### config.mk
export PLATFORM = sky130hd
export DESIGN_NAME = seg_scan_6digit
export DESIGN_NICKNAME = d
export VERILOG_FILES = /design/src/rtl/seg_scan_6digit.sv
export SDC_FILE = /design/constraint.sdc
export NUM_CORES = 1
export LEC_CHECK = 0
export CAP_MARGIN = 20
export CORE_UTILIZATION = 45
export CTS_CLUSTER_SIZE = 28
export DETAILED_ROUTE_END_ITERATION = 12
export PLACE_DENSITY = 0.81
export SETUP_SLACK_MARGIN = 0.5
export SLEW_MARGIN = 20
export SYNTH_ARGS = -nofsm -noshare
export SYNTH_HDL_FRONTEND = slang
export SYNTH_SLANG_ARGS = --single-unit
### constraint.sdc
create_clock -name clk -period 4.4 [get_ports clk]
set_input_delay 0.44 -clock clk [delete_from_list [all_inputs] [get_ports clk]]
set_output_delay 0.44 -clock clk [all_outputs]
set_load 0.005 [all_outputs]
### src/rtl/seg_scan_6digit.sv
// Six-digit multiplexed seven-segment driver for a common-anode display.
// Inputs are latched once per frame so a scan never shows a mix of old and new values.
module seg_scan_6digit #(
  parameter int unsigned CLK_FREQ  = 50000000,
  parameter int unsigned DIGIT_HZ  = 1200,
  parameter int unsigned BLANK_CYC = 16
) (
  input  logic        clk,
  input  logic        rst,
  input  logic [23:0] digit_data,
  input  logic [5:0]  digit_en,
  input  logic [5:0]  dp_en,
  output logic        frame_done,
  output logic [5:0]  seg_sel,
  output logic [7:0]  seg_data
);

  localparam int unsigned DIV = CLK_FREQ / DIGIT_HZ;
  localparam int unsigned CW  = (DIV > 1) ? $clog2(DIV) : 1;

  logic [CW-1:0] div_cnt_q;
  logic [2:0]    idx_q;
  logic [23:0]   shadow_data_q;
  logic [5:0]    shadow_en_q;
  logic [5:0]    shadow_dp_q;
  logic          capture;
  logic          slot_end;
  logic [3:0]    cur_nibble;
  logic [5:0]    sel_d;
  logic [7:0]    data_d;

  function automatic logic [6:0] dec7(input logic [3:0] nib);
    logic [6:0] seg;
    unique case (nib)
      4'h0: seg = 7'h40;
      4'h1: seg = 7'h79;
      4'h2: seg = 7'h24;
      4'h3: seg = 7'h30;
      4'h4: seg = 7'h19;
      4'h5: seg = 7'h12;
      4'h6: seg = 7'h02;
      4'h7: seg = 7'h78;
      4'h8: seg = 7'h00;
      4'h9: seg = 7'h10;
      4'hA: seg = 7'h08;
      4'hB: seg = 7'h03;
      4'hC: seg = 7'h46;
      4'hD: seg = 7'h21;
      4'hE: seg = 7'h06;
      default: seg = 7'h0E;
    endcase
    return seg;
  endfunction

  assign capture  = (div_cnt_q == '0) && (idx_q == 3'd0);
  assign slot_end = (div_cnt_q == CW'(DIV - 1));

  always_comb begin
    cur_nibble = '0;
    unique case (idx_q)
      3'd0:    cur_nibble = shadow_data_q[3:0];
      3'd1:    cur_nibble = shadow_data_q[7:4];
      3'd2:    cur_nibble = shadow_data_q[11:8];
      3'd3:    cur_nibble = shadow_data_q[15:12];
      3'd4:    cur_nibble = shadow_data_q[19:16];
      default: cur_nibble = shadow_data_q[23:20];
    endcase
  end

  // Blank the first BLANK_CYC clocks of each slot so the previous digit's drive decays.
  always_comb begin
    sel_d  = 6'h3F;
    data_d = 8'hFF;
    if ((div_cnt_q >= CW'(BLANK_CYC)) && shadow_en_q[idx_q]) begin
      sel_d  = ~(6'b000001 << idx_q);
      data_d = {~shadow_dp_q[idx_q], dec7(cur_nibble)};
    end
  end

  always_ff @(posedge clk) begin
    if (rst) begin
      div_cnt_q     <= '0;
      idx_q         <= 3'd0;
      shadow_data_q <= '0;
      shadow_en_q   <= '0;
      shadow_dp_q   <= '0;
      frame_done    <= 1'b0;
      seg_sel       <= 6'h3F;
      seg_data      <= 8'hFF;
    end else begin
      if (slot_end) begin
        div_cnt_q <= '0;
        idx_q     <= (idx_q == 3'd5) ? 3'd0 : idx_q + 3'd1;
      end else begin
        div_cnt_q <= div_cnt_q + CW'(1);
      end
      if (capture) begin
        shadow_data_q <= digit_data;
        shadow_en_q   <= digit_en;
        shadow_dp_q   <= dp_en;
      end
      frame_done <= capture;
      seg_sel    <= sel_d;
      seg_data   <= data_d;
    end
  end

endmodule

; Yosys cells after proc, flatten, opt, wreduce, memory -nomap -nowiden
; Memories as Yosys holds them, arrays and structs flattened. A register that Yosys moved wholly into a read port is not among the register bits.
; Index checks and enable logic that the tools add are counted.
[totals]
output_inout_bits = 15
input_bits = 38
ff_bits = 70
word_cells = 35
memories = 1
romBits = 112
[classes]
order_cmp = 2
mux = 6
n_eq_ne = 6
n_reduce_logical = 6
bitwise_logic = 3
add_sub_neg = 2
shift = 1
[memory_table]
columns = memory, words, width, read_ports, rd_ports_with_merged_regs, wr, line_no
row1 = (name not given), 16, 7, 1, 1, 0, 34  ; unique case (nib)
[op_table]
columns = op, count
row1 = $pmux 4 s5, 1
row2 = $add 16x1->16 const B, 1
row3 = $eq 16x16->1 const B, 1
row4 = $ge 16x5->1 const B, 1
row5 = $logic_not 16->1, 1
row6 = $bmux 1 s3, 2
row7 = $eq 3x2->1 const B, 2
row8 = $eq 3x3->1 const B, 2
row9 = $not 6->6, 1
row10 = $shl 1x3->6 const A, 1
row11 = $lt 3x4->1 const B, 1
row12 = $reduce_or 2->1, 2
row13 = $add 3x1->3 const B, 1
row14 = $eq 3x1->1 const B, 1
row15 = $logic_not 3->1, 1
row16 = $mux 3, 1
row17 = $logic_and 1x1->1, 2
row18 = $mux 1, 2
row19 = $not 1->1, 2

; Depth between registers and ports, before layout
; Gate-level depths: netlist of the first run.
[depth]
ltp_word = 5
depth_mapped = 12
depth_no_buf = 10

; Least setup slack after synthesis of the first run
; No wires, ideal clock.
[synth_path]
path_kind = flip-flop to flip-flop
startpoint = reg idx_q[0]
endpoint = reg seg_data[3]
setup_time_ps = 59
required_time_ps = 4341
t_arrival_ps = 2303
n_path_buf = 1
stages_incl_launch_ff = 9
path_slack_ps = 2038
period_less_slack_ps = 2362
path_cell_list = dfxtp_1 buf_6 and2_1 ha_1 o21bai_4 mux2i_1 ha_1 mux4_2 nand2_1
[synth_via]
elab_chain_len = 5
word_cells_on_any_way = 11
classes_between = 4 x eq/ne / 3 x mux / 1 x bitwise / 3 x reduce/logical
[synth_rtl]
columns = element, line_no
row1 = from (decl), 22  ; logic [2:0] idx_q;
row2 = from (signal assigned), 93  ; idx_q <= (idx_q == 3'd5) ? 3'd0 : idx_q + 3'd1;
row3 = $bmux 1 s3, 74  ; if ((div_cnt_q >= CW'(BLANK_CYC)) && shadow_en_q[idx_q]) begin
row4 = $mux 1 (implied by the code), 74
row5 = $logic_and 1x1->1, 74
row6 = $not 1->1 (no source line), n/a
row7 = $reduce_or 2->1 (no source line), n/a
row8 = to (decl), 15  ; output logic [7:0] seg_data
; Parallel ways exist; a longest one is shown, timed or not. The select of a mux whose other input is x is not followed.
; A chain may end at the register's enable or synchronous reset.

; Worst setup path after layout of the first run
[layout_path]
startpoint = reg idx_q[0]
endpoint = reg seg_data[0]
; The elaborated chain is that of the path after synthesis.

==> results of run 1 <==
## state kept, by name, indices dropped and copies added, names as in the netlist
signal and cells:
div_cnt_q 16, frame_done 1, idx_q 3, seg_data 8, seg_sel 6, shadow_data_q 24
shadow_dp_q 6, shadow_en_q 6
## logic make-up after synthesis
logic type,Yosys count,share of synthesized area
xor+xnor,16,0.04201
flops,70,0.4201
fa+ha+maj,10,0.03751
simple gates,151,0.2116
buf+inv,34,0.06789
compound gates,63,0.1579
mux,17,0.06302
## power by group through the flow
stage	registers [W]	clock network, W	logic (W)
final	0.000688	0.000573	0.000197
after global routing	0.000692	0.000612	0.000219
after CTS	0.000688	0.000583	0.000198
after detailed placement	0.000703	0	0.000197
after global placement	0.000702	0	0.000191
after floorplan	0.000696	0	0.000160
## cell usage in the layout, fill, tap and decap left out, types with 2 or more instances in the layout
cell | synthesis | layout
inv_1 | 11 | 11
a32oi_1 | 3 | 3
mux4_2 | 3 | 3
nor3_2 | 2 | 2
o21ai_0 | 4 | 4
a21oi_1 | 7 | 7
dfxtp_1 | 70 | 70
clkdlybuf4s50_1 | 0 | 51
nor2_1 | 29 | 29
a21oi_2 | 30 | 30
o31a_1 | 2 | 2
nand2_1 | 75 | 75
mux2_2 | 2 | 2
ha_1 | 10 | 10
nor3_1 | 6 | 6
o221ai_1 | 3 | 3
mux2i_1 | 12 | 12
o21a_1 | 4 | 4
bufinv_16 | 0 | 2
nand2_2 | 10 | 10
xnor2_1 | 7 | 7
nand3_1 | 12 | 12
nand4_1 | 3 | 3
and2_1 | 2 | 2
clkbuf_8 | 0 | 10
clkinvlp_4 | 0 | 2
clkinv_2 | 0 | 2
nand3b_1 | 3 | 3
xor2_1 | 9 | 9
nor4_1 | 2 | 2
## worst max-delay path, cell delays in order (launching register included)
cell      delay [ns]
dfxtp_1         0.90
and2_1          0.31
ha_1            0.32
o21bai_4        0.23
mux2i_1         0.57
inv_1           0.19
ha_1            0.26
nor4b_1         0.37
a311oi_1        0.09
## final cells by class
type                            count  area (µm²)
Clock buffer                       10       137.6
Multi-Input combinational cell    257        1708
Timing Repair Buffer               53       523.0
Sequential cell                    70        1401
Fill cell                         674        3194
Inverter                           11       41.29
Clock inverter                      6       85.08
Tap cell                           99       123.9
## worst max-delay path by stage
| stage | start | to | slack (ns) |
|---|---|---|---|
| 6_report | idx_q[0]$_SDFFE_PP0P_ | seg_data[0]$_SDFF_PP1_ | 1.0 |
| 5_1_grt | idx_q[0]$_SDFFE_PP0P_ | seg_data[0]$_SDFF_PP1_ | 0.78 |
| 4_1_cts | idx_q[0]$_SDFFE_PP0P_ | seg_data[0]$_SDFF_PP1_ | 1.02 |
| 3_5_place_dp | idx_q[0]$_SDFFE_PP0P_ | seg_data[0]$_SDFF_PP1_ | 1.10 |
| 3_3_place_gp | idx_q[0]$_SDFFE_PP0P_ | seg_data[3]$_SDFF_PP1_ | 1.38 |
| 2_1_floorplan | idx_q[0]$_SDFFE_PP0P_ | seg_data[3]$_SDFF_PP1_ | 2.04 |
## Yosys cell counts, drive strengths merged
cell	count	share of area
nand2	85	0.10
dfxtp	70	0.42
a21oi	37	0.089
nor2	29	0.033
buf	15	0.047
mux2i	12	0.036
nand3	12	0.018
inv	11	0.012
ha	10	0.038
nor3	9	0.020
xor2	9	0.024
clkbuf	8	0.0090
xnor2	7	0.018
o21ai	6	0.010
nand4	4	0.0094
o21a	4	0.0090
a32oi	3	0.0079
mux4	3	0.020
nand3b	3	0.0068
o221ai	3	0.0079
and2	2	0.0038
mux2	2	0.0068
nor4	2	0.0038
o31a	2	0.0053
a21o	1	0.0023
a221oi	1	0.0026
a22o	1	0.0026
a22oi	1	0.0023
a311oi	1	0.0026
and4	1	0.0034
and4b	1	0.0030
nor4b	1	0.0026
o211ai	1	0.0023
o21bai	1	0.0056
o32ai	1	0.0083
or2	1	0.0019
or4	1	0.0034
## stage by stage
step | power, W | setup slack, ns
floorplan | 0.0008562 | 2.038
global placement | 0.0008933 | 1.378
detailed placement | 0.0008995 | 1.098
CTS | 0.001469 | 1.021
global route | 0.001523 | 0.7813
finish | 0.001458 | 0.9975
## metal layers
layer,GRT usage,routed length (µm),vias to the layer above
li1,-,-,1306
met1,0.2366,3063,1189
met2,0.3030,3123,60
met3,0.04147,222,8
met4,0.08211,103,0
met5,0,0,-
==> impl_metrics.env, run 1 <==
export IMPL_drtAntennaViolNets=0
export IMPL_wire_per_inst_um=12.87
export IMPL_dp_cells=490
export IMPL_holdWs_ns=0.4622
export IMPL_clock_skew_final_ns=0.007326
export IMPL_clock_path_buffers=2
export IMPL_post_cts_buffers=0
export IMPL_synthesis_area_um2=3336
export IMPL_fin_area_um2=4020
export IMPL_power_leakage_nw=1.472
export IMPL_drtPass1Iterations=4
export IMPL_cts_sinks=70
export IMPL_h_tree_depth=3
export IMPL_maxSlewViolCount=0
export IMPL_grt_pass1_vias=2448
export IMPL_setup_tns_ns=0
export IMPL_holdPathEnd="shadow_dp_q[2]$_SDFFE_PP0P_"
export IMPL_start_kind="register"
export IMPL_p_int_w=0.001089
export IMPL_utilization=0.5572
export IMPL_syn_avg_cell_area_um2=9.240
export IMPL_numCtsBuffers=9
export IMPL_vdd_drop_max_v=0.0001874
export IMPL_p_switching_w=0.0003692
export IMPL_grt_overflow_total=0
export IMPL_grt_pass1_wl_mm=11.17
export IMPL_r2r_end="seg_data[0]$_SDFF_PP1_"
export IMPL_setup_worst_path_class="register to register"
export IMPL_start_util=0.4624
export IMPL_postCtsResizedCells=0
export IMPL_routed_via_count=2563
export IMPL_dpl_cell_area_um2=3797
export IMPL_arrival_ns=3.57
export IMPL_ff2ff_path_depth=8
export IMPL_dieHeight_um=88.10
export IMPL_tightest_slew_ns=1.076
export IMPL_period_needed_ns=3.403
export IMPL_port_buffers=52
export IMPL_setup_viol=0
export IMPL_syn_nets=409
export IMPL_diodes=0
export IMPL_p_sw_frac=0.2532
export IMPL_cp_data_required_time_ns=4.57
export IMPL_dp_hpwl_mm=4.494
export IMPL_areaGrowthSynthToFinish_pct=20.52
export IMPL_routed_wl_mm=6.512
export IMPL_synth_cell_type_count=48
export IMPL_via_per_inst=5.065
export IMPL_yosysWarnings=0
export IMPL_worst_path_max_fanout=24
export IMPL_worstSkewPairLatency_ns=0.34
export IMPL_hold_buffers=0
export IMPL_hold_start="shadow_dp_q[2]$_SDFFE_PP0P_"
export IMPL_globalplace_congestion=0.8474
export IMPL_ys_ff_latch=70
export IMPL_rrSetupSlack_ns=1.0
export IMPL_maxSlewHeadroom=0.2824
export IMPL_fmax_mhz=293.9
export IMPL_p_seq_frac=0.472
export IMPL_p_comb_frac=0.135
export IMPL_drc=0
export IMPL_worst_r2r_startpoint="idx_q[0]$_SDFFE_PP0P_"
export IMPL_cellPowerDensity_nw_per_um2=362.7
export IMPL_clk_pin_slew_worst_paths_ns=0.07
export IMPL_dieArea_um2=7761
export IMPL_core_area_um2=7214
export IMPL_clock_root_buffer="clkbuf_8"
export IMPL_final_hold_viol_count=0
export IMPL_hold_depth=2
export IMPL_status="finished clean"
export IMPL_cp_end_kind="register"
export IMPL_drive_gt1_frac=0.1794
export IMPL_period_share=0.7733
export IMPL_maxCapViolCount=0
export IMPL_io_pins=53
export IMPL_yosysSeqAreaShare=0.4201
export IMPL_drt_iter0_drc=97
export IMPL_grt_max_degree=43
export IMPL_min_path_type="register to register"
export IMPL_grt_antenna_before_repair=0
export IMPL_die_x_um=88.10
export IMPL_rows=31
export IMPL_cts_tree="yes"
export IMPL_fin_nets=450
export IMPL_grt_total_usage=0.1860
export IMPL_final_cells=506
export IMPL_pwr_share_clk=0.393
export IMPL_rsz0062_at_grt="no"
export IMPL_synthCells=361
No activity file was read; power rests on OpenSTA's default activity.
==> run 2, diff against run 1 <==
==> constraint.sdc (replaced) <==
create_clock -name clk -period 3.3 [get_ports clk]
set_input_delay 0.33 -clock clk [delete_from_list [all_inputs] [get_ports clk]]
set_output_delay 0.33 -clock clk [all_outputs]
set_load 0.005 [all_outputs]
==> run 2 against run 1 <==
Net effect: die area unchanged; power is 35% higher; combinational power increased by 35%; critical path type unchanged; final cell count grew 0.99%; utilization increased by 0.78 points; cell area up 1.4%; count of clock-buffer cells in the layout grew 1; fmax increased by 34%; clock skew is 0.0016 ns lower.
==> impl_metrics.env, run 2 (synthesis results as in run 1) <==
export IMPL_status="finished clean"
export IMPL_vdd_drop_max_v=0.0002319
export IMPL_cp_end_kind="register"
export IMPL_cpPeakStageDelay_ns=0.48
export IMPL_dp_hpwl_mm=4.565
export IMPL_crit_chain="inv_1, ha_1, a32oi_1, o21ai_0, mux2i_2, inv_1, ha_1, nor4b_1, a311oi_1"
export IMPL_wire_per_inst_um=12.76
export IMPL_clock_path_buffers=2
export IMPL_fmax_mhz=392.9
export IMPL_setup_tns_ns=0
export IMPL_core_area_um2=7214
export IMPL_dp_cells=494
export IMPL_cts_sinks=70
export IMPL_maxSlewViolCount=0
export IMPL_cts_tree="yes"
export IMPL_io_pins=53
export IMPL_tightest_slew_ns=0.5983
export IMPL_port_buffers=52
export IMPL_clock_skew_final_ns=0.005741
export IMPL_grt_pass1_wl_mm=11.18
export IMPL_layout_common_cells="nand2_1, dfxtp_1, clkdlybuf4s50_1, a21oi_2, nor2_1"
export IMPL_die_x_um=88.10
export IMPL_reg_top3="shadow_data_q: 24 flops, div_cnt_q: 16 flops, seg_data: 8 flops"
export IMPL_h_tree_depth=3
export IMPL_utilization=0.5650
export IMPL_cellPowerDensity_nw_per_um2=484.0
export IMPL_dieArea_um2=7761
export IMPL_start_kind="register"
export IMPL_period_share=0.7712
export IMPL_rsz0062_at_grt="no"
export IMPL_drtAntennaViolNets=0
export IMPL_cp_data_required_time_ns=3.52
export IMPL_dpl_cell_area_um2=3827
export IMPL_globalplace_congestion=0.8574
export IMPL_areaGrowthSynthToFinish_pct=22.21
export IMPL_top_register="shadow_data_q"
export IMPL_grt_overflow_total=0
export IMPL_diodes=0
export IMPL_arrival_ns=2.77
export IMPL_final_hold_viol_count=0
export IMPL_drive_gt1_frac=0.1966
export IMPL_clock_root_buffer="clkbuf_8"
export IMPL_nFillCells=670
export IMPL_min_path_type="primary input to register"
export IMPL_worstSkewPairLatency_ns=0.34
export IMPL_power_leakage_nw=1.493
export IMPL_fin_area_um2=4076
export IMPL_dieHeight_um=88.10
export IMPL_drc=0
export IMPL_grt_antenna_before_repair=0
export IMPL_fin_nets=455
export IMPL_numCtsBuffers=9
export IMPL_setup_viol=0
export IMPL_drt_iter0_drc=98
export IMPL_grt_max_degree=42
export IMPL_via_per_inst=4.980
export IMPL_final_cells=511
export IMPL_setup_worst_path_class="register to register"
export IMPL_routed_wl_mm=6.521
export IMPL_clk_pin_slew_worst_paths_ns=0.07
export IMPL_rows=31
export IMPL_holdWs_ns=0.2777
export IMPL_worst_path_max_fanout=15
export IMPL_maxSlewHeadroom=0.6011
export IMPL_final_common_cell="nand2_1"
export IMPL_cp_slowest_cell="dfxtp_2"
export IMPL_grt_pass1_vias=2533
export IMPL_grt_total_usage=0.1900
export IMPL_drtPass1Iterations=4
export IMPL_path_buf_inv=2
export IMPL_period_needed_ns=2.545
export IMPL_maxCapViolCount=0
export IMPL_routed_via_count=2545
export IMPL_start_util=0.4624
export IMPL_critPathTopFamily="adder cells"
export IMPL_largest_reg_flops=24
[run 2: tightest hold or removal path, delay by kind of cell]
family                 cells  cell delay, ns
and+or+nand+nor            2            0.16
buffers and inverters      1            0.10
[run 2: final cells by class]
cell class	count	area, µm²	area share
timing repair buffer	58	560.5	0.1375
inverter	11	41.29	0.01013
multi-input combinational	257	1715	0.4208
clock buffer	11	151.4	0.03714
tap	99	123.9	0.03039
clock inverter	5	81.33	0.01995
sequential	70	1403	0.3441
[run 2: where the power goes]
part           total (W)  switching (W)  internal, W
clock network   0.000788       0.000322     0.000467
logic           0.000266       0.000144     0.000122
registers       0.000919      0.0000282     0.000891
total            0.00197       0.000493      0.00148
[run 2: final timing paths]
check                                    from                     endpoint  slack, ns  cells past startpoint
hold / removal                            rst       seg_data[7]$_SDFF_PP1_       0.28                      3
setup reg to reg        idx_q[2]$_SDFFE_PP0P_       seg_data[0]$_SDFF_PP1_       0.76                      9
setup / recovery        idx_q[2]$_SDFFE_PP0P_       seg_data[0]$_SDFF_PP1_       0.76                      9
hold reg to reg   shadow_dp_q[2]$_SDFFE_PP0P_  shadow_dp_q[2]$_SDFFE_PP0P_       0.46                      2
[run 2: repair_timing]
| action | CTS | global route |
|---|---|---|
| cloned | 0 | 0 |
| setup buffers | 0 | 1 |
| pin swaps | 0 | 0 |
| endpoints found under the setup margin | 2 | 7 |
| hold buffers | 0 | 0 |
| gates resized for setup | 1 | 2 |
[run 2: through the flow]
stage	total power (W)	setup WS [ns]
3_5_place_dp	0.001202	0.4686
5_1_grt	0.002063	0.5284
4_1_cts	0.001991	0.5676
2_1_floorplan	0.001142	0.9375
6_report	0.001973	0.7550
3_3_place_gp	0.001193	0.7031
[run 2: routing by layer]
layer  global-route usage  routed length (µm)  vias up
li1                     -                   -     1311
met1               0.2262                3007     1173
met2               0.3228                3124       54
met3              0.05372                 304        7
met4              0.07771                  84        0
met5                    0                   0        -
==> run 3, diff against run 2 <==
--- a/config.mk
+++ b/config.mk
@@ -9,7 +9,7 @@
 export CORE_UTILIZATION = 45
 export CTS_CLUSTER_SIZE = 28
 export DETAILED_ROUTE_END_ITERATION = 12
-export PLACE_DENSITY = 0.81
+export PLACE_DENSITY = 0.84
 export SETUP_SLACK_MARGIN = 0.5
 export SLEW_MARGIN = 20
 export SYNTH_ARGS = -nofsm -noshare
==> constraint.sdc (replaced) <==
create_clock -name clk -period 2.3 [get_ports clk]
set_input_delay 0.23 -clock clk [delete_from_list [all_inputs] [get_ports clk]]
set_output_delay 0.23 -clock clk [all_outputs]
set_load 0.005 [all_outputs]
==> run 3 against run 2 <==
Net effect: global-route usage rose by 9.2 points; critical path depth fell by 1; hold slack got worse by 0.10 ns; power rose by 57%; first-iteration DRC count rose by 55%; via count rose by 22%; sequential cell count did not move; critical endpoint unchanged; cell area rose by 28%; die area did not move; register-to-register slack got worse by 0.72 ns; combinational power rose to 3.1 times the previous value; clock skew rose by 0.0092 ns.
==> impl_metrics.env, run 3 (synthesis results as in run 1) <==
export IMPL_tightest_slew_ns=0.6977
export IMPL_drtPass1Iterations=4
export IMPL_dp_cells=501
export IMPL_top_register="shadow_data_q"
export IMPL_setup_viol=0
export IMPL_port_buffers=52
export IMPL_period_share=0.9840
export IMPL_wire_per_inst_um=19.37
export IMPL_fin_area_um2=5228
export IMPL_largest_reg_flops=24
export IMPL_dp_hpwl_mm=4.912
export IMPL_routed_via_count=3097
export IMPL_final_hold_viol_count=0
export IMPL_clock_path_buffers=2
export IMPL_grt_pass1_wl_mm=15.77
export IMPL_holdWs_ns=0.1738
export IMPL_fmax_mhz=441.8
export IMPL_worst_path_max_fanout=10
export IMPL_h_tree_depth=3
export IMPL_start_util=0.4624
export IMPL_grt_overflow_total=0
export IMPL_maxSlewHeadroom=0.5349
export IMPL_drc=0
export IMPL_arrival_ns=2.53
export IMPL_die_x_um=88.10
export IMPL_clock_skew_final_ns=0.01495
export IMPL_rows=31
export IMPL_period_needed_ns=2.263
export IMPL_power_leakage_nw=2.137
export IMPL_via_per_inst=5.530
export IMPL_reg_top3="shadow_data_q: 24 flops, div_cnt_q: 16 flops, seg_data: 8 flops"
export IMPL_hold_buffers=0
export IMPL_dpl_cell_area_um2=3940
export IMPL_cp_data_required_time_ns=2.56
export IMPL_maxCapViolCount=0
export IMPL_cts_tree="yes"
export IMPL_globalplace_congestion=0.8451
export IMPL_numCtsBuffers=9
export IMPL_drtAntennaViolNets=0
export IMPL_worstSkewPairLatency_ns=0.36
export IMPL_min_path_type="primary input to register"
export IMPL_status="finished clean"
export IMPL_dp_worst_setup_slack_ns=0.1478
export IMPL_final_cells=560
export IMPL_grt_pass1_vias=3041
export IMPL_clock_root_buffer="clkbuf_8"
export IMPL_cellPowerDensity_nw_per_um2=593.4
export IMPL_dieHeight_um=88.10
export IMPL_grt_total_usage=0.2817
export IMPL_cpPeakStageDelay_ns=0.55
export IMPL_final_common_cell="dfxtp_1"
export IMPL_cp_end_kind="register"
export IMPL_diodes=0
export IMPL_layout_setup_ws_ns=0.03672
export IMPL_fin_nets=505
export IMPL_crit_chain="buf_6, buf_4, a21o_1, a221oi_1, o32ai_4, buf_12, xnor2_1, a311oi_1"
export IMPL_io_pins=53
export IMPL_routed_wl_mm=10.85
export IMPL_areaGrowthSynthToFinish_pct=56.71
export IMPL_core_area_um2=7214
export IMPL_grt_max_degree=42
export IMPL_dieArea_um2=7761
export IMPL_rsz0062_at_grt="yes"
export IMPL_vdd_drop_max_v=0.0004092
export IMPL_cp_slowest_cell="a221oi_1"
export IMPL_drt_iter0_drc=152
export IMPL_drive_gt1_frac=0.4599
export IMPL_maxSlewViolCount=0
export IMPL_layout_common_cells="dfxtp_1, clkdlybuf4s50_1, nand2_4, a21oi_2, buf_4"
export IMPL_start_kind="register"
export IMPL_grt_antenna_before_repair=0
export IMPL_cts_sinks=70
export IMPL_setup_worst_path_class="register to register"
export IMPL_clk_pin_slew_worst_paths_ns=0.08
[run 3: path summary, 6_finish.rpt]
kind                            startpoint                             to  slack (ns)  cells past startpoint
max                  idx_q[2]$_SDFFE_PP0P_         seg_data[0]$_SDFF_PP1_        0.04                      8
min                                    rst         seg_data[5]$_SDFF_PP1_        0.17                      3
max reg2reg          idx_q[2]$_SDFFE_PP0P_         seg_data[0]$_SDFF_PP1_        0.04                      8
min reg2reg  shadow_data_q[3]$_SDFFE_PP0P_  shadow_data_q[3]$_SDFFE_PP0P_        0.49                      2
[run 3: worst max-delay path, delay by kind of cell (launching register included)]
family / cells / cell delay, ns
buffers and inverters: 3 / 0.49
AOI/OAI and AO/OA: 4 / 1.20
xor gates and xnor gates: 1 / 0.12
DFF: 1 / 0.35
[run 3: cell type report]
class / instances / area (µm²)
inverter: 11 / 41.29
clock buffer: 12 / 155.1
timing repair buffer: 104 / 1170
sequential: 70 / 1410
clock inverter: 3 / 20.02
fill: 481 / 1987
multi-input combinational: 261 / 2307
tap: 99 / 123.9
[run 3: repair_timing]
| item | CTS | global route |
|---|---|---|
| setup endpoints to repair | 50 | 70 |
| resized for setup | 122 | 36 |
| cloned | 11 | 0 |
| pin swaps | 72 | 27 |
| setup buffers | 19 | 14 |
[run 3: report_power, final]
| group | leakage, nW | switching (W) | internal [W] | total [W] |
|---|---|---|---|---|
| Clock | 0.0845 | 0.000471 | 0.000443 | 0.000913 |
| Combinational | 1.48 | 0.000398 | 0.000426 | 0.000825 |
| Sequential | 0.575 | 0.0000861 | 0.00128 | 0.00136 |
| Total | 2.14 | 0.000955 | 0.00215 | 0.00310 |
[run 3: per-stage QoR]
stage,TNS [ns],power (W),utilization
2_1_floorplan,0,0.001649,-
3_3_place_gp,0,0.001728,0.5461
3_5_place_dp,0,0.001740,0.5461
4_1_cts,0,0.003009,0.6863
5_1_grt,-0.08073,0.003213,0.7246
6_report,0,0.003102,0.7246
[run 3: per-layer routing]
| metal | vias to the layer above | GRT usage | wire length [µm] |
|---|---|---|---|
| met4 | 0 | 0.1569 | 572 |
| met5 | - | 0 | 0 |
| li1 | 1430 | - | - |
| met1 | 1496 | 0.2981 | 4124 |
| met2 | 124 | 0.4912 | 5534 |
| met3 | 47 | 0.09614 | 613 |
